### src/rtl/traffic_signal_monitor.sv
// Safety monitor for the two-way traffic light: checks lamp pairs for conflict, phase length,
// dark gaps and sequence, latching the first fault. TSM_FORCE_SAFE_EN adds all-red safe lamp outputs.
module traffic_signal_monitor #(
  parameter int MIN_PHASE = 3,
  parameter int MAX_PHASE = 3,
  parameter int DARK_MAX  = 0,
  parameter int RUN_W     = 4
) (
  input  logic       clk,
  input  logic       reset,
  input  logic       ew,
  input  logic       ns,
  input  logic       clear,
  output logic       fault,
  output logic [2:0] fault_code,
  output logic [1:0] state,
  output logic       phase_done,
  output logic [7:0] phase_cnt
`ifdef TSM_FORCE_SAFE_EN
  ,
  output logic       safe_ew,
  output logic       safe_ns
`endif
);

  typedef enum logic [1:0] {SYNC, EW_GO, NS_GO, FAULT} state_t;

  localparam logic [2:0] C_NONE = 3'd0, C_CONFLICT = 3'd1, C_SHORT = 3'd2,
                         C_LONG = 3'd3, C_DARK = 3'd4, C_SEQ = 3'd5;
  localparam logic [RUN_W-1:0] ONE   = RUN_W'(1);
  localparam logic [RUN_W-1:0] MIN_R = RUN_W'(MIN_PHASE);
  localparam logic [RUN_W-1:0] MAX_R = RUN_W'(MAX_PHASE);
  localparam logic [RUN_W-1:0] DRK_R = RUN_W'(DARK_MAX);

  state_t           cur, nxt;
  logic             p_ew, p_ns;
  logic [RUN_W-1:0] run, run_n, dark, dark_n;
  logic             first, first_n;
  logic [2:0]       code_n;
  logic             done_n;
  logic             go_ew, go_ns, both, none, own;

  assign go_ew = p_ew & ~p_ns;
  assign go_ns = ~p_ew & p_ns;
  assign both  = p_ew & p_ns;
  assign none  = ~p_ew & ~p_ns;
  assign own   = (cur == EW_GO) ? go_ew : go_ns;
  assign state = cur;

  always_comb begin
    nxt     = cur;
    run_n   = run;
    dark_n  = dark;
    first_n = first;
    code_n  = fault_code;
    done_n  = 1'b0;
    case (cur)
      SYNC: begin
        if (both) begin
          nxt = FAULT; code_n = C_CONFLICT;
        end else if (go_ew || go_ns) begin
          nxt = go_ew ? EW_GO : NS_GO; run_n = ONE; dark_n = '0;
        end
      end
      EW_GO, NS_GO: begin
        if (both) begin
          nxt = FAULT; code_n = C_CONFLICT;
        end else if (none) begin
          // run stays frozen across the dark gap so the MIN check sees the lit length
          if (dark >= DRK_R) begin
            nxt = FAULT; code_n = C_DARK;
          end else dark_n = dark + ONE;
        end else if (own) begin
          if (dark != '0) begin
            nxt = FAULT; code_n = C_SEQ;
          end else if (run >= MAX_R) begin
            nxt = FAULT; code_n = C_LONG;
          end else run_n = run + ONE;
        end else if (run < MIN_R && !first) begin
          nxt = FAULT; code_n = C_SHORT;
        end else begin
          nxt     = (cur == EW_GO) ? NS_GO : EW_GO;
          run_n   = ONE;
          dark_n  = '0;
          first_n = 1'b0;
          done_n  = 1'b1;
        end
      end
      FAULT: begin
        if (clear) begin
          nxt = SYNC; code_n = C_NONE; run_n = '0; dark_n = '0; first_n = 1'b1;
        end
      end
    endcase
  end

  always_ff @(posedge clk or posedge reset) begin
    if (reset) begin
      p_ew       <= 1'b0;
      p_ns       <= 1'b0;
      cur        <= SYNC;
      run        <= '0;
      dark       <= '0;
      first      <= 1'b1;
      fault      <= 1'b0;
      fault_code <= C_NONE;
      phase_done <= 1'b0;
      phase_cnt  <= '0;
    end else begin
      p_ew       <= ew;
      p_ns       <= ns;
      cur        <= nxt;
      run        <= run_n;
      dark       <= dark_n;
      first      <= first_n;
      fault      <= (nxt == FAULT);
      fault_code <= code_n;
      phase_done <= done_n;
      if (done_n) phase_cnt <= phase_cnt + 8'd1;
    end
  end

`ifdef TSM_FORCE_SAFE_EN
  // blank both lamps as soon as the violating pair is seen, not one cycle later
  assign safe_ew = p_ew & (cur != FAULT) & (nxt != FAULT);
  assign safe_ns = p_ns & (cur != FAULT) & (nxt != FAULT);
`endif

endmodule

### config.mk
export PLATFORM = sky130hd
export DESIGN_NAME = traffic_signal_monitor
export DESIGN_NICKNAME = d
export VERILOG_FILES = /design/src/rtl/traffic_signal_monitor.sv
export SDC_FILE = /design/constraint.sdc
export NUM_CORES = 1
export LEC_CHECK = 0
export BUFFER_PORTS_ARGS = -buffer_cell sky130_fd_sc_hd__buf_4
export CAP_MARGIN = 40
export CORE_UTILIZATION = 55
export DETAILED_ROUTE_END_ITERATION = 10
export PLACE_DENSITY_LB_ADDON = 0.3
export REMOVE_ABC_BUFFERS = 1
export SLEW_MARGIN = 20
export SYNTH_ARGS = -nofsm -noshare
export SYNTH_HDL_FRONTEND = slang
export SYNTH_SLANG_ARGS = --single-unit
### constraint.sdc
create_clock -name clk -period 2.7 [get_ports clk]
set_input_delay 0.135 -clock clk [delete_from_list [all_inputs] [get_ports clk]]
set_output_delay 0.135 -clock clk [all_outputs]
set_load 0.01 [all_outputs]
==> flow_metrics.py, run 1 <==
metrics = {
    "timing": {
        "hold_violations": 0,
        "slew_viol_final": 0,
        "worst_pin_slew_ps": 430.7,
        "finalSetupViolations": 0,
        "clock.fmax_mhz": 432.1,
        "rsz0062_at_grt": "no",
        "post-route-min-period_ps": 2314,
        "finClkSkew_ps": 2.595,
        "period_share_pct": 85.71,
        "slew-limit-headroom_pct": 71.07,
        "setup_tns_ps": 0,
    },
    "finish": {
        "diodes": 0,
        "final_cell_mix": "dfrtp_1, buf_4, ha_1, nand2_1, inv_1",
        "nets": 158,
        "num-fill-cells": 144,
        "syn2layout_area_growth_pct": 22.89,
        "utilization_pct": 75.00,
        "drive_gt1_share_pct": 25.53,
    },
    "clock_tree": {
        "post_cts_buffers": 0,
        "htreeDepth": 1,
        "clkSinkCount": 22,
        "cts_buffer_depth": 2,
        "clk_pin_slew_ps": 130,
        "clock_latency_ps": 310,
        "cts_made_buffers": 3,
        "cts_resized": 0,
        "cts_tree": "yes",
        "cts_root_buf": "clkbuf_4",
    },
    "detailed_routing": {
        "post_drt_wl_per_cell_um": 15.26,
        "drt_pass1_iterations": 4,
        "drtIter0Drc": 21,
        "drc": 0,
        "routed_via_density": 5.649,
        "routed_wl_um": 2564,
        "dr_total_vias": 949,
        "drtAntennaViolNets": 0,
    },
    "critical_path": {
        "arrival_ps": 2530,
        "timing.rr.start": "state[1]$_DFF_PP0_",
        "crit_path_start_kind": "register",
        "rr_worst_depth": 7,
        "crit_start": "state[1]$_DFF_PP0_",
        "timing.rr.end": "phase_cnt[5]$_DFFE_PP0P_",
        "endpoint": "phase_cnt[5]$_DFFE_PP0P_",
        "crit_fanout": 7,
        "crit_chain": "inv_1 -> ha_1 -> mux2_4 -> nor4_4 -> and4_4 -> nand3_2 -> xnor2_1",
        "rrSetupSlack_ps": 390,
        "cp_slowest_cell": "dfrtp_1",
        "crit_required_ps": 2910,
        "criticalPathCategory": "reg -> reg",
        "setup.worst_path.end_class": "register",
        "cpPeakStageDelay_ps": 470,
    },
    "die": {
        "coreArea_mm2": 0.002042,
        "die-area_mm2": 0.002460,
        "die_y_um": 49.60,
        "fp-row-count": 16,
        "die_w_um": 49.60,
        "start_util_pct": 61.03,
        "ioPinCount": 20,
    },
    "yosys": {
        "syn_inst": 113,
        "yosysWarnings": 0,
        "ys_seq_elements": 22,
        "synth_area_per_cell_um2": 11.03,
        "synth_area_mm2": 0.001246,
        "synthDistinctLibCells": 40,
        "yosysSeqAreaShare_pct": 44.28,
    },
    "run_status": {
        "status": "completed",
    },
    "global_routing": {
        "grt.total_usage_pct": 23.18,
        "grt-ovfl-total": 0,
        "first_global_vias": 934,
        "grt_pass1_wl_um": 4250,
        "antenna_found_initial": 0,
        "grt_start_max_net_pins": 23,
    },
    "placed_design": {
        "place_congestion": 0.9216,
        "place_hpwl_um": 1891,
        "port_buffers": 19,
    },
    "power_and_ir_drop": {
        "seq_power_share_pct": 31.9,
        "switching_share_pct": 41.19,
        "p_comb_share_pct": 53.4,
        "p_leak_nw": 0.7452,
        "switching_power_w": 0.0007185,
        "power_frac_clock_pct": 14.7,
        "power.density_mw_per_mm2": 1139,
        "internal_power_w": 0.001026,
        "ir_drop_mv": 0.6738,
    },
    "hold_path": {
        "hp-class": "in -> async",
    },
    "job": {
        "cap_violations": 0,
    },
}
[how the worst min path moves through the flow]
stage	start	to	cells after the start
global route	reset	fault_code[1]$_DFFE_PP0P_	3
floorplan	reset	fault$_DFF_PP0_	1
detailed placement	ns	p_ns$_DFF_PP0_	1
finish	reset	fault_code[1]$_DFFE_PP0P_	3
CTS	clear	first$_DFFE_PP1P_	5
global placement	ns	p_ns$_DFF_PP0_	1
[area by class of cell]
type | instances | area, um^2 | share of cell area, %
clock buffers | 3 | 22.52 | 1.471
clock inverters | 1 | 30.03 | 1.961
inverters | 6 | 22.52 | 1.471
multi-input cells | 84 | 668.1 | 43.63
flip-flops and latches | 22 | 551.8 | 36.03
well taps | 27 | 33.78 | 2.206
repair buffers | 25 | 202.7 | 13.24
[critical path: cells and delay by family (launching register included)]
| family | cells | cell delay (ps) |
|---|---|---|
| buffers and inverters | 1 | 130 |
| flip-flops | 1 | 470 |
| AND/OR/NAND/NOR | 3 | 850 |
| adder cells (fa/ha/maj) | 1 | 270 |
| multiplexers | 1 | 350 |
| XOR/XNOR | 1 | 140 |
[per-layer routing]
layer	part of all wire, %	vias up	track usage, %
li1	-	460	-
met4	1.1	0	8.095
met5	0	-	0
met3	4.2	4	3.704
met1	43	460	28.40
met2	51	25	40.77
[flip-flops by register name, summed over array words and instances, names as in the netlist]
register	cells
state	2
phase_cnt	8
first	1
p_ew	1
phase_done	1
fault	1
fault_code	3
p_ns	1
run	4
[through the flow]
step	area, um^2	instances	hold slack [ps]	worst slack, ps	total power (W)
global route	1531	168	217.9	237.3	0.001874
finish	1531	168	219.3	385.9	0.001744
global placement	1434	160	245.4	514.8	0.001453
floorplan	1242	112	123.5	475.0	0.001186
CTS	1516	167	344.2	391.4	0.001738
detailed placement	1434	160	245.4	416.5	0.001476
[cells by family (layout without fill, tap and decap cells)]
kind of cell	count (synthesis)	count (layout)	share of synthesized area [%]
buffers and inverters	7	35	2.108
muxes	5	5	4.518
and+or+nand+nor	36	36	18.98
adders and majority gates	11	11	11.04
AOI/OAI and AO/OA	25	25	14.16
xor gates and xnor gates	7	7	4.920
DFF	22	22	44.28
[power by group through the flow]
stage / Combinational, W / Clock, W / Sequential, W
2_1_floorplan: 0.000614 / 0 / 0.000573
3_3_place_gp: 0.000903 / 0 / 0.000551
3_5_place_dp: 0.000917 / 0 / 0.000559
4_1_cts: 0.000929 / 0.000256 / 0.000553
5_1_grt: 0.00104 / 0.000266 / 0.000573
6_report: 0.000931 / 0.000256 / 0.000557
[cell usage after synthesis, drive strengths merged]
library cell	count	area (um^2)
and4	1	11.26
inv	6	22.52
a41oi	1	8.760
o22a	2	17.52
or3	1	6.260
nand2	8	30.03
nor3	3	15.01
o21a	2	15.01
o21ai	6	30.02
a311o	1	10.01
or2b	1	8.760
nand4	2	12.51
a21o	3	22.52
a31oi	1	6.260
xor2	2	17.52
nand2b	2	12.51
dfrtp	21	525.5
or2	1	6.260
nand3b	2	15.01
ha	11	137.6
and3	1	6.260
a32oi	1	8.760
mux2i	3	30.03
a22oi	1	7.510
dfstp	1	26.28
a21oi	4	20.02
xnor2	5	43.79
nor2b	3	18.77
a221oi	1	8.760
a311oi	1	8.760
and2	1	6.260
nor4	2	42.54
nor2	4	15.01
a211oi	1	12.51
clkbuf	1	3.750
mux2	2	26.27
nand3	4	30.03
[what timing repair did]
action,in CTS,in global routing
endpoints found under the hold margin,10,0
hold buffers,3,0
endpoints found under the setup margin,0,0
Note: power is estimated with default switching activity, not from simulation.
==> run 2, diff against run 1 <==
--- a/config.mk
+++ b/config.mk
@@ -10,6 +10,7 @@
 export CORE_UTILIZATION = 55
 export DETAILED_ROUTE_END_ITERATION = 10
 export PLACE_DENSITY_LB_ADDON = 0.3
+export RECOVER_POWER = 25
 export REMOVE_ABC_BUFFERS = 1
 export SLEW_MARGIN = 20
 export SYNTH_ARGS = -nofsm -noshare
==> flow_metrics.py, run 2 (synthesis results as in run 1) <==
metrics = {
    "critical_path": {
        "crit_path_start_kind": "register",
        "cpPeakStageDelay_ps": 470,
        "arrival_ps": 2520,
        "criticalPathCategory": "reg -> reg",
        "crit_required_ps": 2910,
        "setup.worst_path.end_class": "register",
        "crit_chain": "inv_1 -> ha_1 -> mux2_4 -> nor4_4 -> and4_4 -> nand3_2 -> xnor2_1",
        "rrSetupSlack_ps": 390,
        "cp_slowest_cell": "dfrtp_1",
        "crit_fanout": 7,
    },
    "job": {
        "cap_violations": 0,
    },
    "detailed_routing": {
        "routed_via_density": 5.685,
        "drtIter0Drc": 21,
        "post_drt_wl_per_cell_um": 15.21,
        "routed_wl_um": 2555,
        "dr_total_vias": 955,
        "drt_pass1_iterations": 4,
        "drc": 0,
        "drtAntennaViolNets": 0,
    },
    "finish": {
        "drive_gt1_share_pct": 24.82,
        "largest_register_ffs": 8,
        "layout_commonest_cell": "dfrtp_1",
        "largest-register": "phase_cnt",
        "nets": 158,
        "num-fill-cells": 146,
        "top_regs": "phase_cnt (8), run (4), fault_code (3)",
        "syn2layout_area_growth_pct": 21.99,
        "diodes": 0,
        "fin_cells": 168,
        "final_cell_mix": "dfrtp_1, buf_4, ha_1, nand2_1",
        "utilization_pct": 74.45,
    },
    "clock_tree": {
        "cts_buffer_depth": 2,
        "clk_pin_slew_ps": 130,
        "clock_latency_ps": 310,
        "htreeDepth": 1,
        "clkSinkCount": 22,
        "cts_made_buffers": 3,
        "cts_root_buf": "clkbuf_4",
        "cts_tree": "yes",
    },
    "power_and_ir_drop": {
        "power.density_mw_per_mm2": 1145,
        "p_leak_nw": 0.7383,
        "ir_drop_mv": 0.6735,
    },
    "die": {
        "coreArea_mm2": 0.002042,
        "fp-row-count": 16,
        "die_y_um": 49.60,
        "start_util_pct": 61.03,
        "die-area_mm2": 0.002460,
        "ioPinCount": 20,
        "die_w_um": 49.60,
    },
    "global_routing": {
        "first_global_vias": 934,
        "grt-ovfl-total": 0,
        "grt_pass1_wl_um": 4250,
        "antenna_found_initial": 0,
        "grt.total_usage_pct": 23.18,
        "grt_start_max_net_pins": 23,
    },
    "timing": {
        "finalSetupViolations": 0,
        "rsz0062_at_grt": "no",
        "finClkSkew_ps": 2.489,
        "setup_tns_ps": 0,
        "slew_viol_final": 0,
        "clock.fmax_mhz": 432.3,
        "worst_pin_slew_ps": 1086,
        "period_share_pct": 85.68,
        "slew-limit-headroom_pct": 27.62,
        "post-route-min-period_ps": 2313,
        "worst_slack_ps": 386.7,
        "hold_violations": 0,
    },
    "hold_path": {
        "hp-class": "in -> async",
    },
    "placed_design": {
        "dp_cells": 160,
        "dp_slack_ps": 416.5,
        "place_hpwl_um": 1891,
        "place_congestion": 0.9216,
        "port_buffers": 19,
    },
    "run_status": {
        "status": "completed",
    },
}
[run 2: changes by cell type in the layout (fill, tap and decap cells not counted), sizes merged]
cell    change
clkbuf      +4
buf         -4
[run 2: final cells by class]
type,instances,area (um^2),share of cell area [%]
clock buffers,3,22.52,1.481
repair buffers,25,191.4,12.59
clock inverters,1,30.03,1.975
well taps,27,33.78,2.222
flip-flops and latches,22,551.8,36.30
inverters,6,22.52,1.481
multi-input cells,84,668.1,43.95
[run 2: final timing paths]
check | start | endpoint | cells past startpoint
setup / recovery | state[1]$_DFF_PP0_ | phase_cnt[5]$_DFFE_PP0P_ | 7
hold / removal | reset | fault_code[1]$_DFFE_PP0P_ | 3
setup reg to reg | state[1]$_DFF_PP0_ | phase_cnt[5]$_DFFE_PP0P_ | 7
hold reg to reg | phase_cnt[7]$_DFFE_PP0P_ | phase_cnt[7]$_DFFE_PP0P_ | 1
max in group asynchronous | reset | phase_cnt[3]$_DFFE_PP0P_ | 4
min in group clk | clear | first$_DFFE_PP1P_ | 5
[run 2: where the power goes]
| group | switching [W] | internal [W] | total, W | leakage, nW |
|---|---|---|---|---|
| Clock | 0.000106 | 0.000150 | 0.000256 | 0.0279 |
| Combinational | 0.000498 | 0.000431 | 0.000929 | 0.431 |
| Sequential | 0.000113 | 0.000443 | 0.000556 | 0.280 |
[run 2: routing by layer]
| metal | routed length [um] | global-route usage [%] | vias up | share of wire, % |
|---|---|---|---|---|
| met3 | 96 | 3.704 | 4 | 3.8 |
| met5 | 0 | 0 | - | 0 |
| met4 | 27 | 8.095 | 0 | 1.1 |
| met1 | 1099 | 28.40 | 460 | 43 |
| met2 | 1331 | 40.77 | 31 | 52 |
| li1 | - | - | 460 | - |
[run 2: repair_timing]
item                                   CTS  global route
setup buffers                            0             0
hold buffers                             3             0
endpoints found under the hold margin   10             0
gates resized for setup                  0             0
[run 2: worst max-delay path, delay by kind of cell (launching register included)]
kind          cells  cell delay [ps]
xor+xnor          1              140
fa+ha+maj         1              270
buf+inv           1              130
flops             1              470
mux               1              350
simple gates      3              850
[run 2: through the flow]
stage / power (W) / area (um^2) / hold WS, ps
2_1_floorplan: 0.001186 / 1242 / 123.5
3_3_place_gp: 0.001453 / 1434 / 245.4
3_5_place_dp: 0.001476 / 1434 / 245.4
4_1_cts: 0.001738 / 1516 / 344.2
5_1_grt: 0.001872 / 1520 / 198.2
6_report: 0.001741 / 1520 / 199.3
